<file path="src/rtl/clock_set_ctrl.sv">
// clock_set_ctrl: button-driven entry sequencer for set-time, set-date and
// set-alarm. Range-checks each field, stages it, and commits the whole set
// with a one-cycle overwrite pulse to the time-keeping datapath.
module clock_set_ctrl #(
   parameter int unsigned TIMEOUT_S = 30
) (
   input  logic        clk,
   input  logic        rst,
   input  logic        tick_1hz,
   input  logic        btn_time,
   input  logic        btn_date,
   input  logic        btn_alarm,
   input  logic        btn_next,
   input  logic        btn_abort,
   input  logic [6:0]  value_in,
   output logic [16:0] time_set,
   output logic        time_ow,
   output logic [20:0] date_set,
   output logic        date_ow,
   output logic [10:0] alarm_set,
   output logic        alarm_ow,
   output logic [1:0]  state,
   output logic [1:0]  step,
   output logic        err,
   output logic        timeout
);

   localparam int unsigned CNT_W = 6;

   typedef enum logic [1:0] {
      S_IDLE = 2'd0,
      S_TIME = 2'd1,
      S_DATE = 2'd2,
      S_ALRM = 2'd3
   } state_t;

   state_t             cur_state;
   logic [1:0]         step_q;
   logic [CNT_W-1:0]   idle_cnt;
   logic [4:0]         stg_hour;
   logic [5:0]         stg_min;
   logic [11:0]        stg_year;
   logic [3:0]         stg_month;

   logic [4:0]         dim_c;
   logic               value_ok_c;
   logic               last_step_c;

   assign state = cur_state;
   assign step  = step_q;

   // Days in the staged month, leap years being every year divisible by 4
   always_comb begin
      dim_c = 5'd31;
      case (stg_month)
         4'd4, 4'd6, 4'd9, 4'd11: dim_c = 5'd30;
         4'd2:                    dim_c = (stg_year[1:0] == 2'd0) ? 5'd29 : 5'd28;
         default:                 dim_c = 5'd31;
      endcase
   end

   // Range check of value_in for the field currently being entered
   always_comb begin
      value_ok_c  = 1'b0;
      last_step_c = (cur_state == S_DATE) ? (step_q == 2'd2) : (step_q == 2'd1);
      case (cur_state)
         S_TIME, S_ALRM: begin
            if (step_q == 2'd0) value_ok_c = (value_in <= 7'd23);
            else                value_ok_c = (value_in <= 7'd59);
         end
         S_DATE: begin
            case (step_q)
               2'd0:    value_ok_c = (value_in <= 7'd99);
               2'd1:    value_ok_c = (value_in >= 7'd1) && (value_in <= 7'd12);
               default: value_ok_c = (value_in >= 7'd1) && (value_in <= {2'b00, dim_c});
            endcase
         end
         default: value_ok_c = 1'b0;
      endcase
   end

   // Entry FSM, staging, commit registers and inactivity timeout
   always_ff @(posedge clk) begin
      if (rst) begin
         cur_state <= S_IDLE;
         step_q    <= 2'd0;
         idle_cnt  <= '0;
         stg_hour  <= '0;
         stg_min   <= '0;
         stg_year  <= '0;
         stg_month <= 4'd1;
         time_set  <= '0;
         date_set  <= {5'd1, 4'd1, 12'd0};
         alarm_set <= '0;
         time_ow   <= 1'b0;
         date_ow   <= 1'b0;
         alarm_ow  <= 1'b0;
         err       <= 1'b0;
         timeout   <= 1'b0;
      end else begin
         time_ow  <= 1'b0;
         date_ow  <= 1'b0;
         alarm_ow <= 1'b0;
         err      <= 1'b0;
         timeout  <= 1'b0;

         if (cur_state == S_IDLE) begin
            idle_cnt <= '0;
            step_q   <= 2'd0;
            if (btn_time) begin
               cur_state <= S_TIME;
               stg_hour  <= time_set[16:12];
               stg_min   <= time_set[11:6];
            end else if (btn_date) begin
               cur_state <= S_DATE;
               stg_month <= date_set[15:12];
               stg_year  <= date_set[11:0];
            end else if (btn_alarm) begin
               cur_state <= S_ALRM;
               stg_hour  <= alarm_set[10:6];
               stg_min   <= alarm_set[5:0];
            end
         end else if (btn_abort) begin
            cur_state <= S_IDLE;
            step_q    <= 2'd0;
            idle_cnt  <= '0;
         end else if (btn_next) begin
            idle_cnt <= '0;
            if (!value_ok_c) begin
               err <= 1'b1;
            end else if (last_step_c) begin
               // Final field goes straight to the output register with the staged ones
               cur_state <= S_IDLE;
               step_q    <= 2'd0;
               case (cur_state)
                  S_TIME: begin
                     time_set <= {stg_hour, value_in[5:0], 6'd0};
                     time_ow  <= 1'b1;
                  end
                  S_DATE: begin
                     date_set <= {value_in[4:0], stg_month, stg_year};
                     date_ow  <= 1'b1;
                  end
                  default: begin
                     alarm_set <= {stg_hour, value_in[5:0]};
                     alarm_ow  <= 1'b1;
                  end
               endcase
            end else begin
               step_q <= step_q + 2'd1;
               if (cur_state == S_DATE) begin
                  if (step_q == 2'd0) stg_year  <= {5'd0, value_in};
                  else                stg_month <= value_in[3:0];
               end else begin
                  stg_hour <= value_in[4:0];
               end
            end
         end else if (tick_1hz) begin
            if (idle_cnt + CNT_W'(1) >= CNT_W'(TIMEOUT_S)) begin
               cur_state <= S_IDLE;
               step_q    <= 2'd0;
               idle_cnt  <= '0;
               timeout   <= 1'b1;
            end else begin
               idle_cnt <= idle_cnt + CNT_W'(1);
            end
         end
      end
   end

endmodule

</file>
<file path="config.mk">
export PLATFORM = sky130hd
export DESIGN_NAME = clock_set_ctrl
export DESIGN_NICKNAME = d
export VERILOG_FILES = /design/src/rtl/clock_set_ctrl.sv
export SDC_FILE = /design/constraint.sdc
export NUM_CORES = 1
export LEC_CHECK = 0
export ABC_AREA = 0
export BUFFER_PORTS_ARGS = -buffer_cell sky130_fd_sc_hd__buf_2
export CORE_ASPECT_RATIO = 0.9
export CORE_UTILIZATION = 40
export CTS_BUF_LIST = sky130_fd_sc_hd__clkbuf_4 sky130_fd_sc_hd__clkbuf_8
export DETAILED_ROUTE_END_ITERATION = 8
export PLACE_DENSITY = 0.58
export SYNTH_ARGS = -nofsm -noshare
export SYNTH_HDL_FRONTEND = slang
export SYNTH_SLANG_ARGS = --single-unit
</file>
<file path="constraint.sdc">
create_clock -name clk -period 3.5 [get_ports clk]
set_clock_uncertainty 0.15 [all_clocks]
set_input_delay 0.35 -clock clk [delete_from_list [all_inputs] [get_ports clk]]
set_output_delay 0.35 -clock clk [all_outputs]
set_load 0.01 [all_outputs]
</file>
==> flow_summary.yaml, run 1 <==
status:
  outcome: "complete, no violations"
pwr:
  switchingPower_mw: 0.4752
  powerDensity_nw_per_um2: 432.8
  leakage_nw: 1.988
  swShare_pct: 25.93
  clkPwrFrac_pct: 38.7
  vdd.ir_drop.worst_v: 0.0002003
  pwr-share-seq_pct: 50.6
  pwr-share-comb_pct: 10.7
  intPower_mw: 1.357
yosys:
  synth-async-reset-ratio_pct: 0
  ys_ff_latch: 79
  ys_seq_area_share_pct: 42.62
  ys_top_cells_by_area: "dfxtp_1 43%, mux2i_1 13%, nor2_1 5.9%, ha_1 3.7%, nand2_1 3.6%"
  yosysWarningCount: 0
  synth-main-ff-cell: "dfxtp_1"
  synth_top_area_cell: "dfxtp_1"
  synth_edf_count: 0
  mappedNetlistArea_um2: 3711
  synth_top_area_share_pct: 42.62
  synth_cell_types: 56
  synthCells: 397
  avgSynthCellArea_um2: 9.348
clock_network:
  root_buffer: "clkbuf_8"
  htreeDepth: 3
  cts-resized-gates: 0
  cts_buffer_depth: 2
  cts_sinks: 79
  insertion_delay_ps: 350
  postCtsHoldBufs: 0
  cts_setup_buffers: 0
  numCtsBuffers: 9
  clk_pin_slew_ps: 80
  cts_tree: "yes"
sta:
  period_needed_ps: 2968
  final-hold-violation-count: 0
  final.period_utilization_pct: 84.79
  slew_headroom_pct: 52.82
  setup_viol: 0
  worst_pin_slew_ps: 698.5
  fmax_mhz: 337.0
  slew_viol_final: 0
  rsz0062_at_grt: "no"
  setup_tns_ps: 0
worst_setup_path:
  critPathLaunchType: "flip-flop"
  worstSetupEndpointType: "flip-flop"
  critPathKind: "reg -> reg"
  rr_worst_depth: 10
  r2r-start: "stg_month[1]$_SDFFE_PP0P_"
  cp_max_fo: 16
  critPathRequiredTime_ps: 3580
  reg2reg_to: "alarm_set[2]$_SDFFE_PP0P_"
  critPathArrivalTime_ps: 3050
  r2r_setup_slack_ps: 530
worst_hold_path:
  hold_start: "btn_next"
  hold-path-cell-count: 2
  holdCritPathClass: "in -> reg"
  holdPathEnd: "idle_cnt[5]$_SDFFE_PP0P_"
die:
  die_h_um: 93.38
  boundaryPins: 73
  core-area_um2: 8768
  die_area_um2: 9667
  die_w_um: 103.5
  rows: 32
  start_util_pct: 42.32
cells_and_area:
  antenna_cells: 0
  final_common_cell: "dfxtp_1"
  area.growth.synth_to_final_pct: 14.09
  layout.nets: 477
  layout_common_cells: "79 x dfxtp_1, 66 x buf_2, 58 x nor2_1"
  drive_above_1_share_pct: 22.37
  seq_area_um2: 1582
  multi_input_area_um2: 1897
  fillers: 851
  final_cell_area_um2: 4234
drt:
  drt-initial-drc-count: 143
  routed_via_density: 5.219
  detail-route-antenna-nets: 0
  drtPass1Iterations: 4
  wl_per_cell_um: 14.73
  vias: 3001
  drc_errors: 0
  drt_wl_total_mm: 8.468
global_route:
  grt_pass1_vias: 2768
  grt_max_degree: 52
  antenna_found_initial: 0
  globalRouteOverflowTotal: 0
  grt_util_all_layers_pct: 18.24
  grt_pass1_wl_mm: 13.89
placed_design:
  dp_hpwl_mm: 5.993
  place_area_um2: 4021
  gp_congestion: 0.9044
  io_buffers: 66
flow_run:
  maxCapViolCount: 0
[kinds of logic (layout without fill, tap and decap cells)]
group	count (synthesis)	count (layout)	synth area share [%]
AOI/OAI and AO/OA	73	73	15.17
xor gates and xnor gates	4	4	0.9442
adders and majority gates	11	11	3.709
buffers and inverters	42	96	6.777
DFF	79	79	42.62
muxes	51	51	13.82
other	1	6	0.1010
and+or+nand+nor	136	136	16.86
[flip-flops by register name, summed over array words and instances, names as in the netlist]
signal     count
date_set      21
stg_year      12
alarm_set     11
time_set      11
idle_cnt       6
stg_hour       5
stg_month      4
state          2
step           2
alarm_ow       1
date_ow        1
err            1
time_ow        1
timeout        1
[worst max-delay path by stage]
stage	from	endpoint	slack, ps	cells past startpoint
2_1_floorplan	stg_month[1]$_SDFFE_PP0P_	date_set[5]$_SDFFE_PP0P_	970	11
3_3_place_gp	stg_month[1]$_SDFFE_PP0P_	alarm_set[1]$_SDFFE_PP0P_	630	10
3_5_place_dp	stg_month[1]$_SDFFE_PP0P_	alarm_set[2]$_SDFFE_PP0P_	550	10
4_1_cts	stg_month[1]$_SDFFE_PP0P_	alarm_set[2]$_SDFFE_PP0P_	540	10
5_1_grt	stg_month[1]$_SDFFE_PP0P_	alarm_set[2]$_SDFFE_PP0P_	360	10
6_report	stg_month[1]$_SDFFE_PP0P_	alarm_set[2]$_SDFFE_PP0P_	530	10
[synthesized netlist by cell type (5+ instances only)]
master	count
dfxtp_1	79
nor2_1	58
mux2i_1	49
nand2_1	36
clkbuf_1	13
ha_1	11
a211oi_1	10
inv_1	10
a21oi_1	9
nand3_1	9
o211ai_1	9
buf_4	8
o21ai_1	8
a22oi_1	5
buf_6	5
nor2b_1	5
nor3_1	5
o21ai_0	5
[worst max-delay path, cell delays in order (launching register included)]
cell	delay, ps
dfxtp_1	360
o21ai_0	110
a211oi_1	240
a31oi_1	70
ha_1	190
or2b_1	220
a32oi_1	420
a211oi_4	180
o211ai_4	580
mux2i_1	270
nor2_1	50
[area by class of cell]
cell class                      count  area share, %
Clock buffer                       12          3.753
Clock inverter                      4          1.271
Inverter                           11         0.9752
Tap cell                          119          3.517
Multi-Input combinational cell    281          44.80
Timing Repair Buffer               69          8.333
Sequential cell                    79          37.35
[power by group through the flow]
stage	logic (mW)	clock network, mW	registers (mW)
floorplan	0.151	0	0.947
global placement	0.192	0	0.948
detailed placement	0.195	0	0.949
CTS	0.195	0.725	0.927
global route	0.214	0.769	0.930
finish	0.196	0.709	0.927
[per-layer routing]
layer	GRT usage, %	part of all wire (%)
met5	0	0
met4	6.401	1.3
met3	4.948	5.3
met2	27.96	43
met1	24.64	50
[metrics by stage]
stage	cells	total power, mW	util (%)	setup slack, ps	hold WS, ps
floorplan	402	1.098	-	968.7	298.9
global placement	559	1.140	45.86	629.4	312.2
detailed placement	559	1.143	45.86	551.8	315.5
CTS	575	1.847	48.29	541.6	145.9
global route	575	1.912	48.29	359.9	159.1
finish	575	1.833	48.29	532.5	153.2
No activity file was read; power rests on OpenSTA's default activity.
==> run 2: changes to the inputs <==
--- a/config.mk
+++ b/config.mk
@@ -5,7 +5,7 @@
 export SDC_FILE = /design/constraint.sdc
 export NUM_CORES = 1
 export LEC_CHECK = 0
-export ABC_AREA = 0
+export ABC_AREA = 1
 export BUFFER_PORTS_ARGS = -buffer_cell sky130_fd_sc_hd__buf_2
 export CORE_ASPECT_RATIO = 0.9
 export CORE_UTILIZATION = 40
==> constraint.sdc (replaced) <==
create_clock -name clk -period 2.9 [get_ports clk]
set_clock_uncertainty 0.15 [all_clocks]
set_input_delay 0.29 -clock clk [delete_from_list [all_inputs] [get_ports clk]]
set_output_delay 0.29 -clock clk [all_outputs]
set_load 0.01 [all_outputs]
==> run 2 against run 1 <==
Net effect:
- synthesized cell count rose by 34%
- critical endpoint is now stg_year[6]$_SDFFE_PP0P_
- area after synthesis rose by 2.6%
- largest power group unchanged
- sequential power rose by 31%
- highest routed layer unchanged
- clock power rose by 28%
- largest cell class unchanged
- power rose by 52%
==> flow_summary.yaml, run 2 <==
worst_hold_path:
  holdPathEnd: "time_set[6]$_SDFFE_PP0P_"
  hold_start: "value_in[0]"
  holdCritPathClass: "in -> reg"
  hold-path-cell-count: 3
worst_setup_path:
  path_cells: "nor4_2, a221oi_1, ha_1, nand2_1, nand3_1, nand2_1, nand2_1, nand2_1, nand2_2, nand2_4, nand3_4, nand3_4, nand2_1, a21oi_1"
  reg2reg_to: "stg_year[6]$_SDFFE_PP0P_"
  r2r_setup_slack_ps: 350
  crit_slowest_cell: "dfxtp_1"
  critPathRequiredTime_ps: 3020
  crit_buf_inv: 0
  cp_max_fo: 23
  r2r-start: "stg_month[0]$_SDFFE_PP1P_"
  critPathArrivalTime_ps: 2660
  critPathLaunchType: "flip-flop"
  rr_worst_depth: 14
  critPathMostFrequentCell: "nand2_1"
  max_stage_delay_ps: 360
  worstSetupEndpointType: "flip-flop"
  path_delay_family: "simple AND/OR/NAND/NOR gates"
  crit_cells: 14
  critPathKind: "reg -> reg"
clock_network:
  numCtsBuffers: 9
  cts_sinks: 79
  postCtsHoldBufs: 0
  cts_buffer_depth: 2
  htreeDepth: 3
  root_buffer: "clkbuf_8"
  cts_setup_buffers: 0
  cts-resized-gates: 0
  cts_tree: "yes"
  clk_pin_slew_ps: 80
  insertion_delay_ps: 350
yosys:
  ys_seq_area_share_pct: 41.55
  ys_top_cells_by_area: "dfxtp_1 42%, nand2_1 14%, a21oi_1 8.9%, nand3_1 5.9%, inv_1 4.6%"
  synth_top_area_cell: "dfxtp_1"
  yosysMostFrequentCell: "nand2_1"
  synth-main-ff-cell: "dfxtp_1"
  synth-async-reset-ratio_pct: 0
  mappedNetlistArea_um2: 3806
  synth_edf_count: 0
  yosysWarningCount: 0
  avgSynthCellArea_um2: 7.181
  synth_top_area_share_pct: 41.55
  synthCells: 530
  synth_cell_types: 34
  synthTopCellsByCount: "142 x nand2_1, 79 x dfxtp_1, 68 x a21oi_1, 47 x inv_1, 46 x nor2_1"
  ys_ff_latch: 79
cells_and_area:
  multi_input_area_um2: 1871
  seq_area_um2: 1582
  drive_above_1_share_pct: 19.13
  top_register: "date_set"
  layout_common_cells: "142 x nand2_1, 79 x dfxtp_1, 68 x a21oi_1"
  fillers: 981
  antenna_cells: 0
  layout.nets: 617
  final_core_util_pct: 48.28
  largestRegisters: "date_set: 21 flops, stg_year: 12 flops"
  area.growth.synth_to_final_pct: 16.27
  largest_reg_flops: 21
  final_common_cell: "nand2_1"
drt:
  drt_wl_total_mm: 9.726
  wl_per_cell_um: 13.55
  drc_errors: 0
  drtPass1Iterations: 4
  vias: 3573
  drt-initial-drc-count: 303
  routed_via_density: 4.976
  detail-route-antenna-nets: 0
sta:
  worst_pin_slew_ps: 672.7
  final.period_utilization_pct: 87.76
  fmax_mhz: 392.9
  period_needed_ps: 2545
  setup_tns_ps: 0
  slew_viol_final: 0
  final-hold-violation-count: 0
  rsz0062_at_grt: "no"
  slew_headroom_pct: 55.16
  setup_viol: 0
die:
  die_area_um2: 9910
  rows: 33
  die_h_um: 94.54
  boundaryPins: 73
  die_w_um: 104.8
  core-area_um2: 9166
  start_util_pct: 41.52
global_route:
  grt_pass1_wl_mm: 16.14
  grt_pass1_vias: 3325
  globalRouteOverflowTotal: 0
  grt_max_degree: 53
  antenna_found_initial: 0
  grt_util_all_layers_pct: 20.49
pwr:
  p_total_mw: 2.784
  vdd.ir_drop.worst_v: 0.0002996
  leakage_nw: 1.948
  powerDensity_nw_per_um2: 629.2
status:
  outcome: "complete, no violations"
placed_design:
  gp_congestion: 0.8553
  dp_hpwl_mm: 6.918
  io_buffers: 66
flow_run:
  maxCapViolCount: 0
## run 2: logic make-up after synthesis
family	synth area share (%)
other	0.09852
xor gates and xnor gates	0.4603
AOI/OAI and AO/OA	14.00
DFF	41.55
buffers and inverters	10.16
adders and majority gates	3.616
and+or+nand+nor	30.11
## run 2: area by class of cell
type	count	area share, %
multi-input cells	372	42.27
flip-flops and latches	79	35.74
repair buffers	75	8.991
inverters	54	4.580
well taps	122	3.449
clock buffers	11	3.138
clock inverters	5	1.838
## run 2: tightest hold or removal path, stage by stage
cell,delay (ps)
buf_2,130
nand3_1,80
a21oi_1,60
## run 2: how the worst max path moves through the flow
| stage | from | end |
|---|---|---|
| 6_report | stg_month[0]$_SDFFE_PP1P_ | stg_year[6]$_SDFFE_PP0P_ |
| 5_1_grt | stg_month[0]$_SDFFE_PP1P_ | stg_year[6]$_SDFFE_PP0P_ |
| 4_1_cts | stg_month[0]$_SDFFE_PP1P_ | stg_year[6]$_SDFFE_PP0P_ |
| 3_5_place_dp | stg_month[0]$_SDFFE_PP1P_ | stg_year[6]$_SDFFE_PP0P_ |
| 3_3_place_gp | stg_month[0]$_SDFFE_PP1P_ | date_set[14]$_SDFFE_PP0P_ |
| 2_1_floorplan | stg_month[0]$_SDFFE_PP1P_ | time_set[10]$_SDFFE_PP0P_ |
## run 2: power breakdown
group | internal [mW] | switching [mW]
registers | 1.15 | 0.0603
clock network | 0.506 | 0.405
logic | 0.215 | 0.443
## run 2: stage by stage
stage	instance area [um^2]	worst slack, ps	std cells	hold slack [ps]
6_report	4425	354.9	718	99.46
4_1_cts	4412	180.3	718	81.92
2_1_floorplan	3825	630.8	535	283.8
3_3_place_gp	4192	337.0	702	295.1
3_5_place_dp	4192	230.4	702	301.5
5_1_grt	4425	89.01	718	85.93
## run 2: routing by layer
metal	GRT usage [%]	wire length [um]	vias up	part of all wire, %
li1	-	-	1833	-
met1	25.68	4423	1625	45
met2	35.26	4479	111	46
met3	4.555	775	4	8.0
met4	6.455	48	0	0.49
met5	0	0	-	0
==> run 3: changes to the inputs <==
--- a/config.mk
+++ b/config.mk
@@ -5,7 +5,7 @@
 export SDC_FILE = /design/constraint.sdc
 export NUM_CORES = 1
 export LEC_CHECK = 0
-export ABC_AREA = 1
+export ABC_AREA = 0
 export BUFFER_PORTS_ARGS = -buffer_cell sky130_fd_sc_hd__buf_2
 export CORE_ASPECT_RATIO = 0.9
 export CORE_UTILIZATION = 40
==> run 3 against run 2 <==
Net effect:
- via count down 16%
- worst setup slack worse by 140 ps
- combinational power down 62%
- design area down 1.3%
- clock power up 11%
- utilization up 1.5 points
- non-clock buffer count up 3
- critical path depth down 4
- clock-buffer cell count up 2
- fmax down 5.0%
- global-route usage down 2.5 points
- critical endpoint is now time_set[13]$_SDFFE_PP0P_
- largest power group unchanged
==> flow_summary.yaml, run 3 (synthesized netlist as in run 1, its figures left out) <==
pwr:
  pwr-share-seq_pct: 47.1
  leakage_nw: 2.071
  clkPwrFrac_pct: 42.4
  intPower_mw: 1.818
  powerDensity_nw_per_um2: 543.9
  swShare_pct: 23.49
  pwr-share-comb_pct: 10.5
  switchingPower_mw: 0.5580
  vdd.ir_drop.worst_v: 0.0003243
worst_setup_path:
  max_stage_delay_ps: 420
  path_delay_family: "compound AO/OA/AOI/OAI gates"
  critPathRequiredTime_ps: 2990
  critPathKind: "reg -> reg"
  r2r_setup_slack_ps: 220
  worstSetupEndpointType: "flip-flop"
  critPathMostFrequentCell: "buf_4"
  path_cells: "nor4b_1, ha_1, or2b_1, a32oi_1, buf_4, a211oi_4, o211ai_4, buf_4, nand3_1, o21ai_1"
  crit_cells: 10
  crit_slowest_cell: "nor4b_1"
  cp_max_fo: 10
  reg2reg_to: "time_set[13]$_SDFFE_PP0P_"
  worstSetupEndpoint: "time_set[13]$_SDFFE_PP0P_"
  r2r-start: "stg_month[0]$_SDFFE_PP1P_"
  crit_start: "stg_month[0]$_SDFFE_PP1P_"
  crit_buf_inv: 2
  critPathArrivalTime_ps: 2770
  rr_worst_depth: 10
  critPathLaunchType: "flip-flop"
clock_network:
  insertion_delay_ps: 350
  clk_pin_slew_ps: 80
  postCtsHoldBufs: 0
  cts_tree: "yes"
  root_buffer: "clkbuf_8"
  htreeDepth: 3
  numCtsBuffers: 9
  cts_sinks: 79
  cts_buffer_depth: 2
cells_and_area:
  top_register: "date_set"
  layout_common_cells: "79 x dfxtp_1, 66 x buf_2, 58 x nor2_1"
  area.growth.synth_to_final_pct: 17.70
  antenna_cells: 0
  drive_above_1_share_pct: 24.09
  final_common_cell: "dfxtp_1"
  layout.nets: 486
  largestRegisters: "date_set: 21 flops, stg_year: 12 flops"
  fillers: 839
  multi_input_area_um2: 1901
  seq_area_um2: 1582
  final_cell_area_um2: 4368
  largest_reg_flops: 21
sta:
  setup_tns_ps: 0
  rsz0062_at_grt: "no"
  final.period_utilization_pct: 92.43
  slew_viol_final: 0
  worst_pin_slew_ps: 684.6
  setup_viol: 0
  final-hold-violation-count: 0
  slew_headroom_pct: 53.76
  fmax_mhz: 373.1
  period_needed_ps: 2680
  hold_slack_ps: 84.37
die:
  die_area_um2: 9667
  start_util_pct: 42.32
  die_h_um: 93.38
  die_w_um: 103.5
  rows: 32
  core-area_um2: 8768
  boundaryPins: 73
placed_design:
  dp_hpwl_mm: 6.034
  place_area_um2: 4094
  io_buffers: 66
  gp_congestion: 0.8984
drt:
  routed_via_density: 5.134
  vias: 2998
  detail-route-antenna-nets: 0
  drtPass1Iterations: 4
  drc_errors: 0
  drt-initial-drc-count: 169
  drt_wl_total_mm: 8.477
  wl_per_cell_um: 14.52
global_route:
  grt_util_all_layers_pct: 17.94
  globalRouteOverflowTotal: 0
  grt_max_degree: 52
  antenna_found_initial: 0
  grt_pass1_vias: 2698
  grt_pass1_wl_mm: 13.66
flow_run:
  maxCapViolCount: 0
status:
  outcome: "complete, no violations"
worst_hold_path:
  holdCritPathClass: "in -> reg"
[run 3: cell types whose count changed in the layout (fill, tap and decap cells not counted), sizes merged, moves of 4 or more]
| cell | delta |
|---|---|
| mux2i | +49 |
| nand3 | -37 |
| nand2 | -111 |
| nor2 | +9 |
| nand4 | -10 |
| nor3 | +4 |
| a21oi | -59 |
| a211oi | +8 |
| a221oi | -6 |
| o211ai | +10 |
| inv | -43 |
| a22oi | +5 |
| o21ai | +6 |
| nor2b | +5 |
[run 3: routing by layer]
layer	vias to the layer above	global-route usage (%)	wire length, um
li1	1521	-	-
met1	1393	25.27	4334
met2	74	26.62	3586
met3	10	4.669	467
met4	0	5.676	88
met5	-	0	0
[run 3: power groups by stage]
| stage | logic (mW) | registers (mW) | clock network (mW) |
|---|---|---|---|
| 2_1_floorplan | 0.182 | 1.14 | 0 |
| 3_3_place_gp | 0.246 | 1.14 | 0 |
| 3_5_place_dp | 0.247 | 1.14 | 0 |
| 4_1_cts | 0.249 | 1.12 | 1.04 |
| 5_1_grt | 0.275 | 1.12 | 1.08 |
| 6_report | 0.249 | 1.12 | 1.01 |
[run 3: area by class of cell]
| class | count | share of cell area [%] |
|---|---|---|
| clock buffer | 13 | 3.667 |
| clock inverter | 3 | 2.062 |
| inverter | 11 | 0.9453 |
| multi-input combinational | 281 | 43.51 |
| sequential | 79 | 36.21 |
| tap | 119 | 3.409 |
| timing repair buffer | 78 | 10.20 |
[run 3: worst min-delay path by stage]
stage | startpoint | end | slack, ps | depth (start not counted)
6_report | btn_next | idle_cnt[5]$_SDFFE_PP0P_ | 80 | 2
5_1_grt | btn_next | idle_cnt[5]$_SDFFE_PP0P_ | 90 | 2
4_1_cts | btn_next | idle_cnt[5]$_SDFFE_PP0P_ | 70 | 2
3_5_place_dp | time_set[13]$_SDFFE_PP0P_ | time_set[13]$_SDFFE_PP0P_ | 310 | 2
3_3_place_gp | time_set[14]$_SDFFE_PP0P_ | time_set[14]$_SDFFE_PP0P_ | 310 | 2
2_1_floorplan | value_in[0] | alarm_set[0]$_SDFFE_PP0P_ | 280 | 2
[run 3: through the flow]
stage	worst slack (ps)	total power [mW]	utilization (%)	cells
6_report	219.6	2.376	49.81	584
5_1_grt	84.71	2.475	49.81	584
4_1_cts	144.3	2.405	49.54	583
3_5_place_dp	181.5	1.391	46.69	567
3_3_place_gp	190.1	1.389	46.69	567
2_1_floorplan	368.7	1.325	-	402
[run 3: worst register-to-register path: stages, from the launching register on]
cell	delay (ps)
dfxtp_1	350
nor4b_1	420
ha_1	320
or2b_1	160
a32oi_1	50
buf_4	160
a211oi_4	390
o211ai_4	210
buf_4	220
nand3_1	80
o21ai_1	60
[run 3: what timing repair did]
action / in CTS / in global routing
gates resized for setup: 0 / 1
setup endpoints to repair: 0 / 9
setup buffers: 0 / 1
